**src/rtl/alu_sequencer.sv**
```systemverilog
// rtl/alu_sequencer.sv - microprogram sequencer for the 8-bit add/sub/shift accumulator datapath
module alu_sequencer #(
  parameter int DEPTH = 8,
  parameter int CNT_W = 8
) (
  input  logic             CLK,
  input  logic             Clr,
  input  logic             start,
  input  logic             abort,
  input  logic             prog_we,
  input  logic [2:0]       prog_addr,
  input  logic [8:0]       prog_data,
  output logic             V0,
  output logic             V1,
  output logic             M,
  output logic             s0,
  output logic             LSHL,
  output logic             ld_en,
  output logic             busy,
  output logic             done,
  output logic [CNT_W-1:0] cyc_cnt
);

  typedef enum logic [1:0] {IDLE, RUN, DONE} state_t;

  state_t           state, state_nx;
  logic [8:0]       mem [DEPTH];
  logic [2:0]       pc, pc_nx;
  logic [2:0]       rcnt, rcnt_nx;
  logic [CNT_W-1:0] cnt_nx;
  logic [8:0]       w;

  assign w = mem[pc];

  // Program store; cleared to HALT by reset, writable only while idle
  always_ff @(posedge CLK or negedge Clr) begin
    if (!Clr) begin
      for (int i = 0; i < DEPTH; i++) mem[i] <= 9'h100;
    end else if (state == IDLE && prog_we) begin
      mem[prog_addr] <= prog_data;
    end
  end

  always_ff @(posedge CLK or negedge Clr) begin
    if (!Clr) begin
      state   <= IDLE;
      pc      <= 3'd0;
      rcnt    <= 3'd0;
      cyc_cnt <= '0;
    end else begin
      state   <= state_nx;
      pc      <= pc_nx;
      rcnt    <= rcnt_nx;
      cyc_cnt <= cnt_nx;
    end
  end

  always_comb begin
    state_nx = state;
    pc_nx    = pc;
    rcnt_nx  = rcnt;
    cnt_nx   = cyc_cnt;
    V0       = 1'b0;
    V1       = 1'b0;
    M        = 1'b0;
    s0       = 1'b0;
    LSHL     = 1'b0;
    ld_en    = 1'b0;
    busy     = 1'b0;
    done     = 1'b0;
    case (state)
      IDLE: begin
        if (start) begin
          state_nx = RUN;
          pc_nx    = 3'd0;
          rcnt_nx  = 3'd0;
          cnt_nx   = '0;
        end
      end
      RUN: begin
        busy = 1'b1;
        if (!w[8]) begin
          {V0, V1, M, s0, LSHL} = w[4:0];
          ld_en = 1'b1;
          if (cyc_cnt != '1) cnt_nx = cyc_cnt + {{(CNT_W-1){1'b0}}, 1'b1};
          if (rcnt == w[7:5]) begin
            rcnt_nx = 3'd0;
            // Completing the last word ends the run rather than wrapping pc
            if (pc == 3'd7) state_nx = DONE;
            else            pc_nx    = pc + 3'd1;
          end else begin
            rcnt_nx = rcnt + 3'd1;
          end
        end else begin
          state_nx = DONE;
        end
        if (abort) state_nx = IDLE;
      end
      DONE: begin
        done     = 1'b1;
        state_nx = IDLE;
      end
      default: state_nx = IDLE;
    endcase
  end

endmodule

```
**config.mk**
```make
export PLATFORM = sky130hd
export DESIGN_NAME = alu_sequencer
export DESIGN_NICKNAME = d
export VERILOG_FILES = /design/src/rtl/alu_sequencer.sv
export SDC_FILE = /design/constraint.sdc
export NUM_CORES = 1
export LEC_CHECK = 0
export ABC_AREA = 1
export BUFFER_PORTS_ARGS = -buffer_cell sky130_fd_sc_hd__clkbuf_2
export CAP_MARGIN = 20
export CORE_MARGIN = 10
export CORE_UTILIZATION = 49
export DETAILED_ROUTE_END_ITERATION = 8
export PLACE_DENSITY = 0.73
export SYNTH_ARGS = -nofsm -noshare
export SYNTH_HDL_FRONTEND = slang
export SYNTH_SLANG_ARGS = --single-unit
```
**constraint.sdc**
```tcl
create_clock -name CLK -period 1.85 [get_ports CLK]
set_input_delay 0.185 -clock CLK [delete_from_list [all_inputs] [get_ports CLK]]
set_output_delay 0.185 -clock CLK [all_outputs]
set_load 0.01 [all_outputs]
```
* Word-level counts from Yosys, hierarchy flattened *
Index checks and enable logic that the tools add are counted.

cells by class
  add/sub/neg operators = 3
  $lt $le $gt $ge = 3
  muxes and demuxes = 38
  reductions and logical operators = 8
  bitwise gates (word level) = 2
  equality and inequality tests = 12

operators by type and width
  cell                 count
  $bwmux 72            1
  $bmux 9 s3           1
  $demux 9 s3          1
  $mux 9               3
  $mux 8               3
  $mux 3               6
  $pmux 8 s2           1
  $mux 1               14
  $pmux 3 s2           2
  $mux 2               5
  $ne 2x2->1 const B   5
  $add 8x1->8 const B  1
  $ge 4x4->1 const B   2
  $ne 4x4->1 const B   2
  $ne 8x8->1 const B   1
  $not 3->4            2
  $add 3x1->3 const B  2
  $reduce_and 3->1     2
  $reduce_and 5->1     1
  $lt 4x1->1 const B   1
  $pmux 2 s2           1
  $reduce_and 4->1     1
  $eq 3x3->1           1
  $eq 3x3->1 const B   1
  other kinds (5)      6

word-level totals
  bits in registers = 88
  output and inout port bits = 16
  input port bits = 17
  word-level logic and storage cells = 78

* Logic depth before layout (Yosys ltp) *
Gate-level depths: netlist (run 1).

  depth in word-level cells = 9
  gate-level depth with buffers = 13
  mapped depth without buffers = 12

* Worst setup path after synthesis (run 1) *
No wires, ideal clock.

  path type = register to output
  from = register pc[0]
  to = output port M
  path slack = 211 ps
  buffers on the path = 2
  stages on the path, launching flop included = 8
  arrival time = 1454 ps
  required time = 1665 ps
  path through = dfrtp_1 -> inv_2 -> buf_2 -> clkbuf_1 -> nor2_1 -> o21ai_0 -> nand2_1 -> a21oi_1

on the way
  word-level cells in the longest chain between the ends = 6

ends and longest elaborated chain
  element                                    line  source
  start, declared                            28    logic [2:0] pc, pc_nx;
  start signal, assigned                     52    pc <= pc_nx;
  $not 3->4 (not written as such)            33    assign w = mem[pc];
  $bmux 9 s3                                 33
  $mux 9 (not written as such) (2 in a row)  33
  $mux 1                                     82    if (!w[8]) begin
  $mux 1                                     71    case (state)
  end, declared                              15    output logic M,

Every way passes these cells. The select of a mux whose other input is x is not followed.

* Final worst setup path (run 1) *
  from = register pc[0]
  to = output port V0

on the way
  word-level cells in the longest chain between the ends = 6

ends and longest elaborated chain
  element                                    line  source
  $not 3->4 (not written as such)            33
  $bmux 9 s3                                 33
  $mux 9 (not written as such) (2 in a row)  33
  $mux 1                                     82
  $mux 1                                     71
  end, declared                              13    output logic V0,

Every way passes these cells. The select of a mux whose other input is x is not followed.

==> impl_metrics.tcl, run 1 <==
set metrics [dict create \
    hold_path_startpoint "prog_data[2]" \
    crit_path_cell_trace "inv_2, buf_12, nor2_1, o21ai_0, nand2_1, a21oi_4, buf_6" \
    io_pins 33 \
    crit_path_end_kind "output port" \
    maxClockFrequency_mhz 472 \
    mostFrequentLayoutCell "sky130_fd_sc_hd__nand2_1" \
    clk_path_buf_depth 2 \
    avgSynthCellArea_um2 8.24 \
    postRouteAntennaNets 0 \
    timing.clock.skew_ns 0.00762 \
    synth_async_sr_flop_share_pct 100 \
    synth_flop_cell "sky130_fd_sc_hd__dfrtp_1" \
    detailroute.via_count 3747 \
    violations "setup timing" \
    via_per_inst 5.35 \
    timing.critical_path.from_type "flop" \
    die_width_um 114 \
    place_congestion 0.879 \
    cp.buffers_inverters 3 \
    netlist_instances 528 \
    design.die.area_um2 13100 \
    ir_worst_vdd_mv 0.540 \
    number_of_inserted_filler_cells_in_the_final_layout 771 \
    ctsHtreeMaxLevel 3 \
    placement_rows 34 \
    final_min_period_over_clock_period_pct 115 \
    worst_hold_endpoint "mem[20]" \
    timing.rr.end "pc[0]" \
    grt_usage_pct 16.9 \
    latest_clock_arrival_within_the_worst_skew_pair_ns 0.36 \
    timing.hold.worst_path_depth 3 \
    cts_root_buffer "sky130_fd_sc_hd__clkbuf_8" \
    finalHoldViolCount 0 \
    finalSetupTns_ns -1.40 \
    run_status "complete, but fails checks" \
    post_synth_instance_area_um2 4350 \
    yosys_register_bits 88 \
    die_h_um 114 \
    grt_max_degree 53 \
    r2r_cells 11 \
    final-seq-area_um2 2210 \
    worstMarginPinSlew_ns 0.400 \
    global_route_wire_length_before_repair_mm 18.0 \
    net_count_synth 549 \
    yosysSeqAreaShare_pct 50.8 \
    layout.cells.most_common_list "sky130_fd_sc_hd__nand2_1 (149), sky130_fd_sc_hd__o21ai_0 (85), sky130_fd_sc_hd__dfrtp_1 (78)" \
    drv_slew 0 \
    clock_pin_slew_reported_for_the_worst_setup_and_hold_paths_after_clock_tree_synthesis_ns 0.09 \
    path_max_fanout 15 \
    dp.final_hpwl_mm 7.27 \
    grt_antenna_before_repair 0 \
    final_cell_count_no_fill 700 \
    avgRoutedWirePerCell_um 15.3 \
    critical-path-top-delay-family "buffers and inverters" \
    fin_util_pct 59.3 \
    synthDistinctLibCells 35 \
    synth-warning-count 0 \
    minimum_clock_period_ns 2.12 \
    drt-total-wl_mm 10.7 \
    clkSinkCount 88 \
    core_area_um2 8680 \
    finalSetupViolations 8 \
    detailedRoute.firstPassIterationCount 6 \
    tritoncts "done" \
    worst_path_largest_cell_delay_ns 0.46 \
    timing.hold.worst.class "in2reg" \
    worst_ep_required_time_ns 1.66 \
    cp_data_arrival_time_ns 1.94 \
    cap_viol_max_count 0 \
    worstSetupPathType "reg2out" \
    antenna_diodes 0 \
    r2r_setup_slack_ns -0.02 \
    port_buffers 32 \
    relSlewSlack_pct 73.3 \
    grt_overflow_total 0 \
    post_route_cells_drive_above_1_share_pct 21.8 \
    finish.net_count 608 \
    cts_inserted_buffers 9 \
    critical-path-slowest-cell "sky130_fd_sc_hd__dfrtp_2" \
    dp_cells 673 \
    first_global_vias 3711 \
    multiInputGateArea_um2 1920 \
    worstReg2RegStart "pc[0]" \
    synth_edf_count 0 \
    cellLeakagePower_nw 2.49 \
    drtIter0Drc 260 \
    final.setup.worst_slack_ns -0.271 \
    power_per_cell_area_nw_per_um2 1560 \
    initial_utilization_pct 50.2 \
    setup_repair_after_global_routing_missed_its_margin "yes" \
    layout-area-overhead-vs-synth_pct 18.3 \
    route.detailed.drc 0 \
]
==> state kept, by name, indices dropped and copies added, names as in the netlist <==
name / cells
mem: 72
cyc_cnt: 8
pc: 3
rcnt: 3
state: 2
==> layout make-up <==
cell class	instances	share of cell area [%]
inverters	41	3.04
multi-input cells	376	37.2
well taps	108	2.63
repair buffers	71	10.6
clock buffers	10	2.67
clock inverters	6	0.851
flip-flops and latches	88	43.0
==> kinds of logic (layout without fill, tap and decap cells) <==
group / Yosys count / after routing / synth area share [%]
AND/OR/NAND/NOR: 237 / 237 / 24.1
AO/OA/AOI/OAI: 128 / 129 / 15.4
flip-flops: 88 / 88 / 50.8
buffers and inverters: 65 / 128 / 7.24
XOR/XNOR: 6 / 6 / 1.21
adder cells (fa/ha/maj): 4 / 4 / 1.15
==> report_power, final <==
part	total (mW)	switching (mW)	internal, mW
combinational	3.53	2.03	1.50
clock	1.24	0.709	0.529
sequential	3.23	0.450	2.78
total	8.00	3.19	4.81
==> repair_timing <==
action | 4_1_cts | 5_1_grt
pin swaps | 4 | 4
buffers inserted | 2 | 8
hold buffers | 1 | 0
hold endpoints to repair | 29 | 0
resized for setup | 16 | 19
endpoints found under the setup margin | 18 | 22
cloned | 0 | 1
==> routing by layer <==
metal / global-route usage [%] / part of all wire, % / vias up
met2: 27.5 / 50 / 98
met4: 6.52 / 1.4 / 0
met5: 0 / 0 / -
met3: 3.93 / 5.0 / 13
li1: - / - / 1837
met1: 21.2 / 44 / 1799
==> worst register-to-register path: cells and delay by family (launching register included) <==
kind | cells | cell delay [ns]
simple gates | 5 | 0.41
buf+inv | 4 | 0.68
flops | 1 | 0.46
compound gates | 2 | 0.25
==> cells in the mapped netlist (2+ instances only) <==
cell type / n / area share, %
sky130_fd_sc_hd__nor3_4: 2 / 0.75
sky130_fd_sc_hd__a21oi_1: 22 / 2.5
sky130_fd_sc_hd__o21ai_1: 8 / 0.92
sky130_fd_sc_hd__nand4_2: 6 / 1.7
sky130_fd_sc_hd__dfstp_2: 8 / 4.8
sky130_fd_sc_hd__xor2_1: 5 / 1.0
sky130_fd_sc_hd__o21ai_2: 2 / 0.40
sky130_fd_sc_hd__nand2_1: 151 / 13
sky130_fd_sc_hd__or2_2: 2 / 0.29
sky130_fd_sc_hd__nand4_1: 4 / 0.57
sky130_fd_sc_hd__dfrtp_1: 80 / 46
sky130_fd_sc_hd__nand3_1: 22 / 2.5
sky130_fd_sc_hd__buf_6: 7 / 1.8
sky130_fd_sc_hd__o21ai_0: 88 / 10
sky130_fd_sc_hd__nand2_2: 2 / 0.29
sky130_fd_sc_hd__o22ai_1: 6 / 0.86
sky130_fd_sc_hd__ha_1: 4 / 1.1
sky130_fd_sc_hd__clkbuf_2: 6 / 0.69
sky130_fd_sc_hd__inv_2: 2 / 0.17
sky130_fd_sc_hd__inv_1: 38 / 3.3
sky130_fd_sc_hd__buf_4: 2 / 0.34
sky130_fd_sc_hd__buf_2: 3 / 0.34
sky130_fd_sc_hd__clkbuf_1: 5 / 0.43
sky130_fd_sc_hd__nor2_1: 42 / 3.6
==> per-stage QoR <==
step           power, mW  worst slack (ns)  cell area (µm²)  hold WS (ns)
3_3_place_gp        6.16           -0.0824             4780        0.0617
6_report            8.01            -0.271             5150        0.0333
5_1_grt             8.66            -0.366             5150        0.0501
4_1_cts             7.69            -0.311             5050        0.0281
3_5_place_dp        6.28            -0.114             4780        0.0664
2_1_floorplan       5.30             0.211             4350        -0.111
==> worst max path at each step <==
| stage | startpoint | endpoint | slack, ns | cells past startpoint |
|---|---|---|---|---|
| after CTS | pc[0] | V1 | -0.31 | 10 |
| after global routing | pc[0] | V1 | -0.37 | 10 |
| final | pc[0] | V0 | -0.27 | 7 |
| after global placement | pc[1] | V1 | -0.08 | 9 |
| after detailed placement | pc[1] | V1 | -0.11 | 9 |
| after floorplan | pc[0] | M | 0.21 | 7 |
Note: power is estimated with default switching activity, not from simulation.
==> run 2: changes to the inputs <==
--- a/config.mk
+++ b/config.mk
@@ -5,7 +5,7 @@
 export SDC_FILE = /design/constraint.sdc
 export NUM_CORES = 1
 export LEC_CHECK = 0
-export ABC_AREA = 1
+export ABC_AREA = 0
 export BUFFER_PORTS_ARGS = -buffer_cell sky130_fd_sc_hd__clkbuf_2
 export CAP_MARGIN = 20
 export CORE_MARGIN = 10
==> run 2 against run 1 <==
- the flow still finishes with violations (setup timing)
- hold slack gained 0.15 ns
- die area decreased by 1.8%
- combinational power grew 5%
- core utilization up 4.9 points
- power up 2.6%
- critical path type is now reg2reg
==> impl_metrics.tcl, run 2 <==
set metrics [dict create \
    drv_slew 0 \
    netlist_instances 298 \
    finalSetupViolations 22 \
    setup_repair_after_global_routing_missed_its_margin "yes" \
    maxClockFrequency_mhz 443 \
    hold_path_startpoint "prog_data[4]" \
    design.die.area_um2 12800 \
    mostFrequentLayoutCell "sky130_fd_sc_hd__dfrtp_1" \
    reg.largest.list "mem: 72 flops, cyc_cnt: 8 flops" \
    synth_edf_count 0 \
    global_route_wire_length_before_repair_mm 15.5 \
    grt_overflow_total 0 \
    clock_pin_slew_reported_for_the_worst_setup_and_hold_paths_after_clock_tree_synthesis_ns 0.08 \
    via_per_inst 5.55 \
    minimum_clock_period_ns 2.26 \
    yosysSeqAreaShare_pct 52.0 \
    clkSinkCount 88 \
    initial_utilization_pct 51.1 \
    net_count_synth 319 \
    ctsHtreeMaxLevel 3 \
    final_cell_count_no_fill 486 \
    drtIter0Drc 94 \
    yosysMostFrequentCell "sky130_fd_sc_hd__dfrtp_1" \
    fin_util_pct 64.2 \
    drt-total-wl_mm 9.41 \
    final.setup.worst_slack_ns -0.408 \
    avgRoutedWirePerCell_um 19.4 \
    r2r_cells 7 \
    clk_path_buf_depth 2 \
    io_pins 33 \
    dp_cells 457 \
    die_width_um 113 \
    violations "setup timing" \
    final_min_period_over_clock_period_pct 122 \
    post_route_cells_drive_above_1_share_pct 59.3 \
    die_h_um 113 \
    worstMarginPinSlew_ns 0.881 \
    cap_viol_max_count 0 \
    yosys_register_bits 88 \
    cellLeakagePower_nw 2.27 \
    cts_inserted_buffers 9 \
    latest_clock_arrival_within_the_worst_skew_pair_ns 0.35 \
    list_of_most_frequent_post_synthesis_cells "sky130_fd_sc_hd__dfrtp_1 (80), sky130_fd_sc_hd__mux2_2 (75), sky130_fd_sc_hd__nor2_1 (18), sky130_fd_sc_hd__nand2_1 (17), sky130_fd_sc_hd__mux2i_1 (15)" \
    postRouteAntennaNets 0 \
    top_register "mem" \
    synth_flop_cell "sky130_fd_sc_hd__dfrtp_1" \
    netlist_top_cells_area "sky130_fd_sc_hd__dfrtp_1 (47%), sky130_fd_sc_hd__mux2_2 (20%), sky130_fd_sc_hd__mux4_2 (7.4%), sky130_fd_sc_hd__dfstp_2 (4.9%), sky130_fd_sc_hd__mux2i_1 (3.5%)" \
    holdWs_ns 0.179 \
    worst_ep_required_time_ns 2.13 \
    largest_register_ff_count 72 \
    finalHoldViolCount 0 \
    ir_worst_vdd_mv 0.766 \
    crit_path_end_kind "flop" \
    post_synth_instance_area_um2 4260 \
    grt_usage_pct 15.0 \
    port_buffers 32 \
    timing.hold.worst.class "in2reg" \
    yosysTopAreaCellShare_pct 47.0 \
    synthDistinctLibCells 44 \
    power.total_mw 8.21 \
    tritoncts "done" \
    power_per_cell_area_nw_per_um2 1530 \
    detailedRoute.firstPassIterationCount 4 \
    timing.clock.skew_ns 0.0124 \
    synth-warning-count 0 \
    run_status "complete, but fails checks" \
    antenna_diodes 0 \
    cts_root_buffer "sky130_fd_sc_hd__clkbuf_8" \
    route.detailed.drc 0 \
    avgSynthCellArea_um2 14.3 \
    core_area_um2 8340 \
    cp_data_arrival_time_ns 2.54 \
    largest_area_contributor_in_the_netlist "sky130_fd_sc_hd__dfrtp_1" \
    r2r_setup_slack_ns -0.41 \
    synth_async_sr_flop_share_pct 100 \
    worstReg2RegStart "pc[1]" \
    worst_setup_path_startpoint "pc[1]" \
    grt_max_degree 44 \
    worstSetupPathType "reg2reg" \
    finish.net_count 398 \
    dp_slack_ns -0.354 \
    relSlewSlack_pct 41.0 \
    layout.cells.most_common_list "sky130_fd_sc_hd__dfrtp_1 (77), sky130_fd_sc_hd__mux2_2 (73), sky130_fd_sc_hd__buf_4 (35)" \
    path_max_fanout 4 \
    grt_antenna_before_repair 0 \
    dp.final_hpwl_mm 6.30 \
    place_congestion 0.785 \
    timing.critical_path.from_type "flop" \
    placement_rows 33 \
    detailroute.via_count 2697 \
    timing.hold.worst_path_depth 2 \
    first_global_vias 2919 \
    layout-area-overhead-vs-synth_pct 25.7 \
]
## run 2: changes by cell type in the layout (fill, tap and decap cells not counted), sizes merged, moves of 10 or more
cell   previous run  this run
nand2           154        17
o21ai            99         4
mux2              0        76
inv              41         5
nor2             43        18
a21oi            22         1
nand3            23         2
mux2i             0        15
mux4              0        14
nand4            10         0
## run 2: per-stage QoR
stage          area (µm²)  TNS, ns
6_report             5350    -6.85
5_1_grt              5350    -8.53
4_1_cts              5240    -6.70
3_5_place_dp         4860    -4.95
3_3_place_gp         4860    -4.06
2_1_floorplan        4320    -2.16
## run 2: critical path: stages (launching register included)
cell and delay [ns]:
sky130_fd_sc_hd__dfrtp_2 0.40, sky130_fd_sc_hd__buf_4 0.12, sky130_fd_sc_hd__mux4_2 0.50, sky130_fd_sc_hd__mux2i_2 0.26
sky130_fd_sc_hd__xnor2_2 0.16, sky130_fd_sc_hd__nor3_4 0.29, sky130_fd_sc_hd__nor3b_4 0.28, sky130_fd_sc_hd__a22o_1 0.17
## run 2: final cells by class
class	count	area, µm²
repair buffers	79	624
clock buffers	10	128
flip-flops and latches	88	2220
clock inverters	5	33.8
inverters	4	22.5
well taps	105	131
multi-input cells	195	2200
fillers	638	2990
## run 2: metal layers
layer  GRT usage (%)  wire length, µm  part of all wire [%]
met5               0                0                     0
met3            4.33              400                   4.3
met1            18.5             4250                    45
met4            2.96               87                  0.92
met2            25.6             4670                    50
## run 2: path summary, 6_finish.rpt
path,endpoint
max in group asynchronous,mem[26]
min in group asynchronous,cyc_cnt[0]
hold / removal,mem[67]
setup / recovery,pc[1]
setup reg to reg,pc[1]
hold reg to reg,mem[13]
## run 2: cell families (layout without fill, tap and decap cells)
family / count (synthesis) / after routing / share of synthesized area, %
buf+inv: 15 / 98 / 2.00
simple gates: 58 / 58 / 7.29
xor+xnor: 9 / 9 / 2.20
compound gates: 19 / 19 / 4.35
fa+ha+maj: 4 / 4 / 1.18
mux: 105 / 105 / 31.0
flops: 88 / 88 / 52.0
## run 2: repair_timing
| action | CTS | global route |
|---|---|---|
| buffers inserted | 11 | 1 |
| pin swaps | 17 | 6 |
| hold buffers | 2 | 0 |
| endpoints found under the hold margin | 41 | 0 |
| endpoints found under the setup margin | 22 | 30 |
| resized for setup | 22 | 24 |
## run 2: report_power, final
| group | internal, mW | leakage (nW) | total [mW] | switching, mW |
|---|---|---|---|---|
| sequential | 2.85 | 1.07 | 3.33 | 0.483 |
| combinational | 2.14 | 1.12 | 3.72 | 1.58 |
| clock | 0.481 | 0.0785 | 1.16 | 0.676 |
==> run 3: changes to the inputs <==
--- a/config.mk
+++ b/config.mk
@@ -12,6 +12,7 @@
 export CORE_UTILIZATION = 49
 export DETAILED_ROUTE_END_ITERATION = 8
 export PLACE_DENSITY = 0.73
+export SKIP_LAST_GASP = 1
 export SYNTH_ARGS = -nofsm -noshare
 export SYNTH_HDL_FRONTEND = slang
 export SYNTH_SLANG_ARGS = --single-unit
==> run 3 against run 2 <==
- maximum frequency about the same
- hold slack improved by 0.0012 ns
- wire length increased by 0.18%
- cell count did not move
- via count increased by 0.48%
- count of clock-buffer cells in the layout unchanged
- largest cell class unchanged
- the run still ends with setup timing left
- non-clock buffer count unchanged
- first-iteration DRC count decreased by 1.1%
- clock skew barely moved
- global-route usage unchanged
- critical endpoint unchanged
- sequential power is essentially flat
- setup slack better by 0.00052 ns
==> impl_metrics.tcl, run 3 (synthesis gave the netlist of run 2 again) <==
set metrics [dict create \
    tritoncts "done" \
    core_area_um2 8340 \
    drv_slew 0 \
    dp.final_hpwl_mm 6.30 \
    cts_root_buffer "sky130_fd_sc_hd__clkbuf_8" \
    final_design_area_no_fill_um2 5350 \
    relSlewSlack_pct 41.1 \
    clkSinkCount 88 \
    cp_data_arrival_time_ns 2.53 \
    power_report.internal_total_mw 5.47 \
    number_of_inserted_filler_cells_in_the_final_layout 639 \
    grt_usage_pct 15.0 \
    final_min_period_over_clock_period_pct 122 \
    r2r_cells 7 \
    minimum_clock_period_ns 2.26 \
    io_pins 33 \
    drt-total-wl_mm 9.43 \
    place_congestion 0.785 \
    layout-area-overhead-vs-synth_pct 25.6 \
    m1WireLength_mm 4.26 \
    worst_ep_required_time_ns 2.13 \
    worst_path_largest_cell_delay_ns 0.50 \
    post_route_cells_drive_above_1_share_pct 59.3 \
    power_switching_mw 2.73 \
    timing.clock.skew_ns 0.0124 \
    worstMarginPinSlew_ns 0.881 \
    die_h_um 113 \
    finalHoldViolCount 0 \
    seq_power_share_pct 40.7 \
    setup_repair_after_global_routing_missed_its_margin "yes" \
    grt_antenna_before_repair 0 \
    port_buffers 32 \
    run_status "complete, but fails checks" \
    cap_viol_max_count 0 \
    largest_register_ff_count 72 \
    mostFrequentLayoutCell "sky130_fd_sc_hd__dfrtp_1" \
    comb_power_share_pct 45.3 \
    power.total_mw 8.20 \
    postRouteAntennaNets 0 \
    p_sw_share_pct 33.3 \
    final.setup.worst_slack_ns -0.408 \
    avgRoutedWirePerCell_um 19.4 \
    routed-wl-met2_mm 4.65 \
    maxClockFrequency_mhz 443 \
    cts_inserted_buffers 9 \
    initial_utilization_pct 51.1 \
    critical-path-slowest-cell "sky130_fd_sc_hd__mux4_2" \
    finalSetupTns_ns -6.88 \
    ir_worst_vdd_mv 0.766 \
    power_per_cell_area_nw_per_um2 1530 \
    design.die.area_um2 12800 \
    crit_path_end_kind "flop" \
    global_route_wire_length_before_repair_mm 15.5 \
    top_register "mem" \
    crit_path_cell_trace "buf_4, mux4_2, mux2i_2, xnor2_2, nor3_4, nor3b_4, a22o_1" \
    timing.hold.worst.class "in2reg" \
    latest_clock_arrival_within_the_worst_skew_pair_ns 0.35 \
    dr.max_layer_used "met4" \
    drtIter0Drc 93 \
    finish.net_count 398 \
    path_max_fanout 4 \
    layout.cells.most_common_list "sky130_fd_sc_hd__dfrtp_1 (77), sky130_fd_sc_hd__mux2_2 (73), sky130_fd_sc_hd__buf_4 (36)" \
    grt_overflow_total 0 \
    share_clk_of_total_power_pct 14.1 \
    placed_area_um2 4860 \
    clk_path_buf_depth 2 \
    placement_rows 33 \
    timing.hold.worst_path_depth 2 \
    reg.largest.list "mem: 72 flops, cyc_cnt: 8 flops" \
    cellLeakagePower_nw 2.27 \
    violations "setup timing" \
    first_global_vias 2919 \
    routed-wl-met3_um 431 \
    detailedRoute.firstPassIterationCount 4 \
    via_per_inst 5.58 \
    die_width_um 113 \
    timing.critical_path.from_type "flop" \
    ctsHtreeMaxLevel 3 \
    route.detailed.drc 0 \
    antenna_diodes 0 \
    worstSetupPathType "reg2reg" \
    finalSetupViolations 22 \
    detailroute.via_count 2710 \
    grt_max_degree 44 \
    clock_pin_slew_reported_for_the_worst_setup_and_hold_paths_after_clock_tree_synthesis_ns 0.08 \
]
==> run 3: cell count changes in the layout (fill, tap and decap cells not counted) <==
cell                    change
sky130_fd_sc_hd__buf_6      -1
sky130_fd_sc_hd__buf_4      +1
==> run 3: cell type report <==
type | count | area, µm² | area share (%)
clock buffer | 10 | 128 | 2.39
clock inverter | 5 | 33.8 | 0.632
inverter | 4 | 22.5 | 0.421
multi-input combinational | 195 | 2200 | 41.1
sequential | 88 | 2220 | 41.4
tap | 105 | 131 | 2.46
timing repair buffer | 79 | 621 | 11.6
==> run 3: worst paths after layout <==
path	to	slack, ns	from
setup / recovery	pc[1]	-0.41	pc[1]
hold reg to reg	mem[61]	0.51	mem[61]
max in group asynchronous	mem[35]	0.80	Clr
hold / removal	mem[67]	0.18	prog_data[4]
setup reg to reg	pc[1]	-0.41	pc[1]
min in group asynchronous	cyc_cnt[0]	0.37	Clr
==> run 3: per-layer routing <==
| metal | track usage, % | up-vias |
|---|---|---|
| met3 | 4.33 | 6 |
| li1 | - | 1257 |
| met5 | 0 | - |
| met4 | 2.96 | 0 |
| met2 | 25.6 | 47 |
| met1 | 18.5 | 1400 |
==> run 3: power groups by stage <==
| stage | registers (mW) | logic, mW | clock network (mW) |
|---|---|---|---|
| 2_1_floorplan | 3.20 | 2.54 | 0 |
| 3_3_place_gp | 3.31 | 2.96 | 0 |
| 3_5_place_dp | 3.35 | 3.04 | 0 |
| 4_1_cts | 3.31 | 3.36 | 1.20 |
| 5_1_grt | 3.45 | 4.00 | 1.27 |
| 6_report | 3.33 | 3.71 | 1.15 |
==> run 3: critical path, delay by kind of cell (launching register included) <==
| kind | cells | cell delay [ns] |
|---|---|---|
| xor+xnor | 1 | 0.16 |
| compound gates | 1 | 0.17 |
| flops | 1 | 0.40 |
| simple gates | 2 | 0.57 |
| mux | 2 | 0.76 |
| buf+inv | 1 | 0.12 |
==> run 3: timing repair <==
action,in CTS,in global routing
pin swaps,17,6
buffers inserted,11,1
endpoints found under the hold margin,41,0
hold buffers,2,0
setup endpoints to repair,22,30
resized for setup,22,23
==> run 3: per-stage QoR <==
stage	hold slack (ns)	setup WS [ns]	util, %	cells
2_1_floorplan	-0.111	-0.291	-	298
3_3_place_gp	0.224	-0.314	58.3	457
3_5_place_dp	0.232	-0.354	58.3	457
4_1_cts	0.163	-0.413	62.8	485
5_1_grt	0.173	-0.507	64.1	486
6_report	0.180	-0.408	64.1	486
